[config.mk]
export PLATFORM = sky130hd
export DESIGN_NAME = seg7_ascii_encoder_flat
export DESIGN_NICKNAME = d
export VERILOG_FILES = /design/src/rtl/seg7_ascii_encoder_if.sv /design/src/rtl/seg7_ascii_encoder.sv /design/src/flat_wrapper.sv
export SDC_FILE = /design/constraint.sdc
export NUM_CORES = 1
export LEC_CHECK = 0
export CORE_MARGIN = 1
export CORE_UTILIZATION = 40
export DETAILED_ROUTE_END_ITERATION = 12
export SYNTH_ARGS = -nofsm -noshare
export SYNTH_HDL_FRONTEND = slang
export SYNTH_SLANG_ARGS = --single-unit
[constraint.sdc]
create_clock -name clk -period 6.7 [get_ports clk]
set_clock_uncertainty 0.15 [all_clocks]
set_input_delay 1.34 -clock clk [delete_from_list [all_inputs] [get_ports clk]]
set_output_delay 1.34 -clock clk [all_outputs]
set_load 0.005 [all_outputs]
[src/rtl/seg7_ascii_encoder_if.sv]
// CPU-side read port of the segment-to-ASCII encoder: FIFO head, handshake and overflow status.
interface seg7_ascii_encoder_if;
  logic       rd_valid;
  logic [6:0] rd_data;
  logic       rd_err;
  logic       rd_ready;
  logic [3:0] fifo_count;
  logic       overflow;
  logic       clr_ovf;

  modport master (
    output rd_valid, rd_data, rd_err, fifo_count, overflow,
    input  rd_ready, clr_ovf
  );

  modport slave (
    input  rd_valid, rd_data, rd_err, fifo_count, overflow,
    output rd_ready, clr_ovf
  );
endinterface

[src/rtl/seg7_ascii_encoder.sv]
// Samples a 7-segment bus, debounces it, maps stable patterns to ASCII and queues them in a
// small FIFO drained by the CPU through a valid/ready handshake.
module seg7_ascii_encoder #(
  parameter int unsigned STABLE_CYCLES = 4,
  parameter int unsigned FIFO_DEPTH    = 4
) (
  input  logic                 clk,
  input  logic                 rst_n,
  input  logic                 en,
  input  logic [6:0]           seg_in,
  input  logic                 AL,
  seg7_ascii_encoder_if.master rd
);

  localparam int unsigned PtrW   = $clog2(FIFO_DEPTH);
  localparam logic [3:0] CntMax  = 4'(STABLE_CYCLES);
  localparam logic [3:0] CntPush = 4'(STABLE_CYCLES - 1);
  localparam logic [3:0] Depth   = 4'(FIFO_DEPTH);

  logic [6:0]      sync1_q, sync2_q, prev_q, last_q, last_d;
  logic [6:0]      p;
  logic [3:0]      cnt_q, cnt_d;
  logic            push_req;
  logic [6:0]      map_ascii;
  logic            map_err;
  logic [7:0]      mem_q [FIFO_DEPTH];
  logic [7:0]      head;
  logic [PtrW-1:0] wr_ptr_q, wr_ptr_d, rd_ptr_q, rd_ptr_d;
  logic [3:0]      count_q, count_d;
  logic            ovf_q, ovf_d;
  logic            full, pop, push_ok, ovf_set;

  assign p = sync2_q ^ {7{~AL}};

  always_comb begin
    cnt_d = cnt_q;
    if (!en || (p != prev_q)) begin
      cnt_d = '0;
    end else if (cnt_q != CntMax) begin
      cnt_d = cnt_q + 4'd1;
    end
  end

  // The count reaching STABLE_CYCLES-1 marks the STABLE_CYCLES-th identical sample; saturation
  // above it guarantees a held pattern fires only once.
  assign push_req = en && (p == prev_q) && (cnt_d == CntPush) && (p != last_q);
  assign last_d   = push_req ? p : last_q;

  always_comb begin
    map_ascii = 7'h3F;
    map_err   = 1'b0;
    unique case (p)
      7'h3F: map_ascii = 7'h30;
      7'h06: map_ascii = 7'h31;
      7'h5B: map_ascii = 7'h32;
      7'h4F: map_ascii = 7'h33;
      7'h66: map_ascii = 7'h34;
      7'h6D: map_ascii = 7'h35;
      7'h7D: map_ascii = 7'h36;
      7'h07, 7'h27: map_ascii = 7'h37;
      7'h7F: map_ascii = 7'h38;
      7'h6F, 7'h67: map_ascii = 7'h39;
      7'h77: map_ascii = 7'h41;
      7'h7C: map_ascii = 7'h42;
      7'h39: map_ascii = 7'h43;
      7'h5E: map_ascii = 7'h44;
      7'h79: map_ascii = 7'h45;
      7'h71: map_ascii = 7'h46;
      7'h3D: map_ascii = 7'h47;
      7'h76: map_ascii = 7'h48;
      7'h1E: map_ascii = 7'h4A;
      7'h75: map_ascii = 7'h4B;
      7'h38: map_ascii = 7'h4C;
      7'h2B: map_ascii = 7'h4D;
      7'h37: map_ascii = 7'h4E;
      7'h73: map_ascii = 7'h50;
      7'h31: map_ascii = 7'h52;
      7'h3E: map_ascii = 7'h55;
      7'h6A: map_ascii = 7'h56;
      7'h7E: map_ascii = 7'h57;
      7'h49: map_ascii = 7'h58;
      7'h6E: map_ascii = 7'h59;
      7'h00: map_ascii = 7'h20;
      7'h40: map_ascii = 7'h2D;
      7'h08: map_ascii = 7'h5F;
      7'h01: map_ascii = 7'h7E;
      7'h22: map_ascii = 7'h22;
      7'h42: map_ascii = 7'h27;
      7'h0A: map_ascii = 7'h21;
      7'h48: map_ascii = 7'h3D;
      default: map_err = 1'b1;
    endcase
  end

  assign full    = (count_q == Depth);
  assign pop     = (count_q != 4'd0) && rd.rd_ready;
  // A pop in the same cycle frees the slot, so a push into a full FIFO is still accepted.
  assign push_ok = push_req && (!full || pop);
  assign ovf_set = push_req && full && !pop;

  always_comb begin
    wr_ptr_d = wr_ptr_q;
    rd_ptr_d = rd_ptr_q;
    count_d  = count_q;
    if (push_ok) begin
      wr_ptr_d = wr_ptr_q + 1'b1;
    end
    if (pop) begin
      rd_ptr_d = rd_ptr_q + 1'b1;
    end
    if (push_ok && !pop) begin
      count_d = count_q + 4'd1;
    end else if (pop && !push_ok) begin
      count_d = count_q - 4'd1;
    end
  end

  always_comb begin
    ovf_d = ovf_q;
    if (ovf_set) begin
      ovf_d = 1'b1;
    end else if (rd.clr_ovf) begin
      ovf_d = 1'b0;
    end
  end

  always_ff @(posedge clk or negedge rst_n) begin
    if (!rst_n) begin
      sync1_q  <= '0;
      sync2_q  <= '0;
      prev_q   <= '0;
      last_q   <= '0;
      cnt_q    <= '0;
      wr_ptr_q <= '0;
      rd_ptr_q <= '0;
      count_q  <= '0;
      ovf_q    <= 1'b0;
    end else begin
      sync1_q  <= seg_in;
      sync2_q  <= sync1_q;
      prev_q   <= p;
      last_q   <= last_d;
      cnt_q    <= cnt_d;
      wr_ptr_q <= wr_ptr_d;
      rd_ptr_q <= rd_ptr_d;
      count_q  <= count_d;
      ovf_q    <= ovf_d;
    end
  end

  always_ff @(posedge clk) begin
    if (push_ok) begin
      mem_q[wr_ptr_q] <= {map_err, map_ascii};
    end
  end

  assign head          = mem_q[rd_ptr_q];
  assign rd.rd_valid   = (count_q != 4'd0);
  assign rd.rd_data    = rd.rd_valid ? head[6:0] : 7'h00;
  assign rd.rd_err     = rd.rd_valid ? head[7] : 1'b0;
  assign rd.fifo_count = count_q;
  assign rd.overflow   = ovf_q;

endmodule

[src/flat_wrapper.sv]
// flat-port wrapper written by rule: the top's interface ports become plain ports
module seg7_ascii_encoder_flat 
#(
  parameter int unsigned STABLE_CYCLES = 4,
  parameter int unsigned FIFO_DEPTH    = 4
)
  (clk, rst_n, en, seg_in, AL, rd_rd_valid, rd_rd_data, rd_rd_err, rd_fifo_count, rd_overflow, rd_rd_ready, rd_clr_ovf);
  seg7_ascii_encoder_if rd_i ();
  input  logic clk;
  input  logic rst_n;
  input  logic en;
  input  logic [6:0] seg_in;
  input  logic AL;
  output wire logic [$bits(rd_i.rd_valid)-1:0] rd_rd_valid;
  output wire logic [$bits(rd_i.rd_data)-1:0] rd_rd_data;
  output wire logic [$bits(rd_i.rd_err)-1:0] rd_rd_err;
  output wire logic [$bits(rd_i.fifo_count)-1:0] rd_fifo_count;
  output wire logic [$bits(rd_i.overflow)-1:0] rd_overflow;
  input wire logic [$bits(rd_i.rd_ready)-1:0] rd_rd_ready;
  input wire logic [$bits(rd_i.clr_ovf)-1:0] rd_clr_ovf;
  assign rd_rd_valid = rd_i.rd_valid;
  assign rd_rd_data = rd_i.rd_data;
  assign rd_rd_err = rd_i.rd_err;
  assign rd_fifo_count = rd_i.fifo_count;
  assign rd_overflow = rd_i.overflow;
  assign rd_i.rd_ready = rd_rd_ready;
  assign rd_i.clr_ovf = rd_clr_ovf;
  seg7_ascii_encoder #(.STABLE_CYCLES(STABLE_CYCLES), .FIFO_DEPTH(FIFO_DEPTH)) u_core (.clk(clk), .rst_n(rst_n), .en(en), .seg_in(seg_in), .AL(AL), .rd(rd_i));
endmodule
Word level (Yosys, flattened, before mapping). Memory sizes are Yosys's and may differ from the RTL's. Index checks and enable logic that the tools add are counted.

ROM bits: 0. RAM bits: 32. Latch bits: 0. Input port bits: 13. Output and inout bits: 14. Memories: 1. Register bits after elaboration: 41.

Shift operators: 0. Equality and inequality tests: 45. Bitwise gates (word level): 2. $add $sub $neg: 5. $lt $le $gt $ge: 0. Multiply operators: 0. Reductions and logical operators: 22. Muxes and demuxes: 12. Div/mod/pow operators: 0.

Memories: u_core.mem_q (words 4, bits a word 8, read ports 1, clocked after memory_dff 0, write ports 1, RTL line seg7_ascii_encoder.sv:26) `logic [7:0] mem_q [FIFO_DEPTH];`.

Operator list (number): $pmux W7 S38 (1); $eq A7 B7 Y1 const B (23); $eq A7 B6 Y1 const B (10); $reduce_or A40 Y1 (1); $mux W4 (4); $eq A7 B3 Y1 const B (2); $eq A7 B4 Y1 const B (2); $ne A7 B7 Y1 (2); $logic_and A1 B1 Y1 (9); $add A4 B1 Y4 const B (2); $eq A7 B1 Y1 const B (1); $eq A7 B5 Y1 const B (1); $eq A7 B7 Y1 (1); $logic_not A7 Y1 (1); $mux W7 (1); $xor A7 B7 Y7 (1); $mux W1 (6); $add A2 B1 Y2 const B (2); $eq A4 B2 Y1 const B (1); $eq A4 B3 Y1 const B (1); $logic_not A1 Y1 (4); $ne A4 B3 Y1 const B (1); $reduce_bool A2 Y1 (2); $reduce_bool A4 Y1 (1); other kinds (4) (6).

Longest topological paths before layout.
Depth after elaboration: 13. Gate-level depth with buffers: 15. Depth with buffers taken out: 13.

Worst setup path before layout. No wires, ideal clock.

Path kind: input port to flip-flop. Start point: input port AL. End point: register u_core.count_q[3] (netlist: u_core.rd.fifo_count[3]). Stages on the path: 15. Buffers on the path: 2. Path slack: 2541 ps. Library setup time: 125 ps. Arrival time: 3884 ps. Data required time: 6425 ps. Cells stage by stage: clkbuf_2 > nand2b_1 > buf_2 > and2_4 > xnor2_1 > o211ai_4 > nor4_4 > ha_1 > inv_1 > ha_1 > a21o_1 > a21oi_1 > xnor2_1 > nor2_1 > xor2_1.

Word-level cells in the longest chain between the ends: 12. Elaborated cells on any way between the ends: 17. Those cells by class: eq/ne: 4; mux: 2; bitwise: 2; reduce/logical: 9.

RTL lines: start, declared (RTL line flat_wrapper.sv:13) `input logic AL;`; $not A1 Y1 * (RTL line seg7_ascii_encoder.sv:33) `assign p = sync2_q ^ {7{~AL}};`; $xor A7 B7 Y7 * (RTL line seg7_ascii_encoder.sv:33); via u_core.p[0] (RTL line seg7_ascii_encoder.sv:21) `logic [6:0] p;`; $ne A7 B7 Y1 (RTL line seg7_ascii_encoder.sv:37) `if (!en || (p != prev_q)) begin`; $logic_or A1 B1 Y1 (RTL line seg7_ascii_encoder.sv:37); $mux W4 (RTL line seg7_ascii_encoder.sv:37); $eq A4 B2 Y1 (RTL line seg7_ascii_encoder.sv:46) `assign push_req = en && (p == prev_q) && (cnt_d == CntPush) && (p != last_q);`; $logic_and A1 B1 Y1 (RTL line seg7_ascii_encoder.sv:46); $logic_and A1 B1 Y1 * (RTL line seg7_ascii_encoder.sv:46); $logic_and A1 B1 Y1 * (RTL line seg7_ascii_encoder.sv:98) `assign push_ok = push_req && (!full || pop);`; via u_core.push_ok (RTL line seg7_ascii_encoder.sv:31) `logic full, pop, push_ok, ovf_set;`; $logic_not A1 Y1 (RTL line seg7_ascii_encoder.sv:113) `end else if (pop && !push_ok) begin`; $logic_and A1 B1 Y1 (RTL line seg7_ascii_encoder.sv:113); $reduce_bool A2 Y1 (no source line); end signal, assigned (RTL line seg7_ascii_encoder.sv:146) `count_q <= count_d;`; end, declared (RTL line seg7_ascii_encoder.sv:29) `logic [3:0] count_q, count_d;`.

The timed path passes the listed nets; every way through them passes the cells marked *. A chain may end at the register's enable or synchronous reset.

Worst setup path after layout.
Start point: input port AL. End point: register u_core.count_q[3] (netlist: u_core.rd.fifo_count[3]).

Word-level cells in the longest chain between the ends: 12. Elaborated cells on any way between the ends: 17. Those cells by class: eq/ne: 4; mux: 2; bitwise: 2; reduce/logical: 9.

RTL lines (RTL line): $not A1 Y1 * (seg7_ascii_encoder.sv:33); $xor A7 B7 Y7 * (seg7_ascii_encoder.sv:33); $ne A7 B7 Y1 (seg7_ascii_encoder.sv:37); $logic_or A1 B1 Y1 (seg7_ascii_encoder.sv:37); $mux W4 (seg7_ascii_encoder.sv:37); $eq A4 B2 Y1 (seg7_ascii_encoder.sv:46); $logic_and A1 B1 Y1 (seg7_ascii_encoder.sv:46); $logic_and A1 B1 Y1 * (seg7_ascii_encoder.sv:46); $logic_and A1 B1 Y1 * (seg7_ascii_encoder.sv:98); via u_core.push_ok (seg7_ascii_encoder.sv:31); $logic_not A1 Y1 (seg7_ascii_encoder.sv:113); $logic_and A1 B1 Y1 (seg7_ascii_encoder.sv:113); $reduce_bool A2 Y1 (no source line).

Marked as above.

==> flow_summary.toml <==
[status]
status = "complete, no violations"

[die]
num_rows = 37
num_io_pins = 27
fp.dieArea_um2 = 11250
core_um2 = 10420
start_util = 0.4159
die_h_um = 106.1
die_w_um = 106.1

[finish]
drive_above_1_share = 0.1189
fin_cells = 548
final_cell_mix = "dfrtp_1, edfxtp_1, clkdlybuf4s50_1, nand2_1, nor2_1"
layout.nets = 430
final_common_cell = "dfrtp_1"
syn_to_final_growth_pct = 10.57
antennaDiodeCount = 0

[route]
vias = 3153
first_iter_violations = 295
drc_errors = 0
post_drt_wl_per_cell_um = 16.86
dr.pass1.iters = 5
final_antenna_net_count = 0
routed_wl_mm = 9.237
viasPerCell = 5.754

[critical_path]
path_cells = "clkdlybuf4s50_1, buf_4, nand4_1, nor4_1, o211ai_4, nor4_4, ha_1, inv_1, ha_1, a21o_1, a21oi_1, xnor2_1, nor2_1, xor2_1"
crit_slowest_cell = "clkdlybuf4s50_1"
crit_path_end_kind = "flop"
cp-start-kind = "primary input"
r2r_cells = 13
r2r_slack_ns = 2.69
critPathArrivalTime_ns = 4.89
crit_top_cell = "ha_1"
critical_path_buf_inv_count = 3
critPathRequiredTime_ns = 6.79
r2r_start = "u_core.sync2_q[2]"
cp_top_family = "simple AND/OR/NAND/NOR gates"
worstSetupPathType = "primary input to flop"
slowest_delay_ns = 0.51
worstReg2RegEnd = "u_core.rd.fifo_count[3]"
worstPathMaxFanout = 43

[sta]
finalCriticalPeriod_ns = 4.800
tns_ns = 0
hold_viol = 0
worst_slew_pin_slew_ns = 0.9552
rsz0062_at_grt = "no"
hold_ws_ns = 0.1987
fmax_mhz = 208.3
period_share = 0.7164
maxSlewHeadroom = 0.3632
setup_viol_count_final = 0
drv_slew = 0

[yosys]
yosys.area_share.simple = 0.1800
netlist_instances = 399
synth_xor_area_frac = 0.06644
synth_top_family_by_area = "simple AND/OR/NAND/NOR gates"
synthFlopType = "dfrtp_1"
synthAdderAreaFrac = 0.03062
synth_top_area_frac = 0.2369
synth_edf_count = 32
synth.area.mux_share = 0.07972
synth_nets = 422
yosys.cell_types.count = 64
seq_area_frac_synth = 0.4587
synth_compound_area_frac = 0.1407
yosys.area.top_type = "dfrtp_1"
avgSynthCellArea_um2 = 10.86
ys.warnings.count = 0
synth.cell_area_um2 = 4332
ys_top_cells_by_area = "dfrtp_1, edfxtp_1, mux4_2"
ys_ff_latch = 73
async_flop_share = 0.5616

[cts]
cts_root_buffer = "clkbuf_8"
numCtsBuffers = 9
clock_path_buffers = 2
htreeDepth = 3
clk_pin_slew_ns = 0.09
cts_tree = "built"
postCtsResizedCells = 0
insertion_delay_ns = 0.35
clock-sinks = 73
ctsHoldBuffers = 0
post_cts_buffers = 0

[power]
p_sw_w = 0.0003594
power.total_w = 0.001198
power.share.clock = 0.256
switching_share = 0.3001
p_per_area_nw_per_um2 = 250.0
power_frac_comb = 0.268
p_int_w = 0.0008382
seq_power_share = 0.476
leakagePower_nw = 1.745
ir_drop_v = 0.0001366

[placement]
gp_congestion = 0.8681
dp_cells = 532
place_hpwl_mm = 6.404
numPortBuffers = 26

[grt]
antenna_found_initial = 0
gr-total-overflow = 0
grt_max_degree = 44
grt_pass1_vias = 3103
grt_pass1_wl_mm = 15.50
grt.total_usage = 0.1767

[hold_path]
min_path_cells = 0
worstHoldStart = "u_core.sync1_q[4]"
hp-class = "flop to flop"
holdPathEnd = "u_core.sync2_q[4]"

[run]
maxCapViolCount = 0
## power groups by stage
stage          Clock [W]  Sequential, W  Combinational (W)
3_5_place_dp           0       0.000581           0.000323
4_1_cts         0.000318       0.000572           0.000324
5_1_grt         0.000333       0.000580           0.000353
2_1_floorplan          0       0.000535           0.000231
3_3_place_gp           0       0.000581           0.000319
6_report        0.000307       0.000570           0.000321
## per-layer routing
| layer | global-route usage | routed length, µm | vias up |
|---|---|---|---|
| li1 | - | - | 1508 |
| met1 | 0.2355 | 4221 | 1538 |
| met2 | 0.2782 | 4472 | 88 |
| met3 | 0.03679 | 358 | 19 |
| met4 | 0.07738 | 184 | 0 |
| met5 | 0 | 0 | - |
## cell families (layout without fill, tap and decap cells)
| group | Yosys count | in the layout |
|---|---|---|
| AO/OA/AOI/OAI | 84 | 84 |
| flip-flops | 73 | 73 |
| XOR/XNOR | 32 | 32 |
| AND/OR/NAND/NOR | 135 | 135 |
| buffers and inverters | 42 | 55 |
| multiplexers | 23 | 23 |
| adder cells (fa/ha/maj) | 10 | 10 |
## per-stage QoR
step           utilization  setup WS (ns)  area (µm²)
6_report            0.4598          1.900        4790
5_1_grt             0.4598          1.519        4790
4_1_cts             0.4598          1.854        4790
3_5_place_dp        0.4435          1.488        4619
3_3_place_gp        0.4435          1.687        4619
2_1_floorplan            -          2.541        4332
## synth_stat cells, types with 4 or more instances
cell,n
nor2_1,20
a22oi_1,8
clkbuf_1,7
or2_2,7
nand2b_1,13
o31ai_1,4
mux4_2,8
and2_1,13
xor2_1,13
nand2_1,21
nand3_1,13
nand4_1,8
mux2_2,8
xnor2_1,18
ha_1,9
nor3_1,9
edfxtp_1,32
mux2i_1,6
nand3b_1,5
o21ai_0,14
a21oi_1,6
buf_2,19
o32ai_1,5
o22ai_1,17
dfrtp_1,41
inv_1,12
## flip-flops by register name (all words and copies together) (netlist names)
name / flops
u_core.last_q: 7
u_core.wr_ptr_q: 2
u_core.rd_ptr_q: 2
u_core.sync1_q: 7
u_core.cnt_q: 4
u_core.prev_q: 7
u_core.sync2_q: 7
u_core.rd.overflow: 1
u_core.rd.fifo_count: 4
u_core.mem_q: 32
## worst register-to-register path, cell delays in order (launching register included)
cell and delay [ns]:
dfrtp_1 0.92, xnor2_1 0.23, nand4_1 0.13, nor4_1 0.44
o211ai_4 0.20, nor4_4 0.50, ha_1 0.27, inv_1 0.10
ha_1 0.27, a21o_1 0.17, a21oi_1 0.18, xnor2_1 0.14
nor2_1 0.06, xor2_1 0.14
## final cells by class
| class | instances | area, µm² |
|---|---|---|
| clock buffer | 10 | 127.6 |
| clock inverter | 6 | 42.54 |
| inverter | 12 | 45.04 |
| fill | 979 | 5627 |
| sequential | 73 | 1987 |
| multi-input combinational | 284 | 2155 |
| tap | 136 | 170.2 |
| timing repair buffer | 27 | 262.8 |
## how the worst max path moves through the flow
stage	cells after the start	startpoint	slack, ns	end
after floorplan	15	AL	2.54	u_core.rd.fifo_count[3]
after global placement	14	AL	1.69	u_core.rd.fifo_count[3]
after detailed placement	14	AL	1.49	u_core.rd.fifo_count[3]
after CTS	14	AL	1.85	u_core.rd.fifo_count[3]
after global routing	14	AL	1.52	u_core.rd.fifo_count[3]
final	14	AL	1.90	u_core.rd.fifo_count[3]
(Power assumes the default switching activity.)
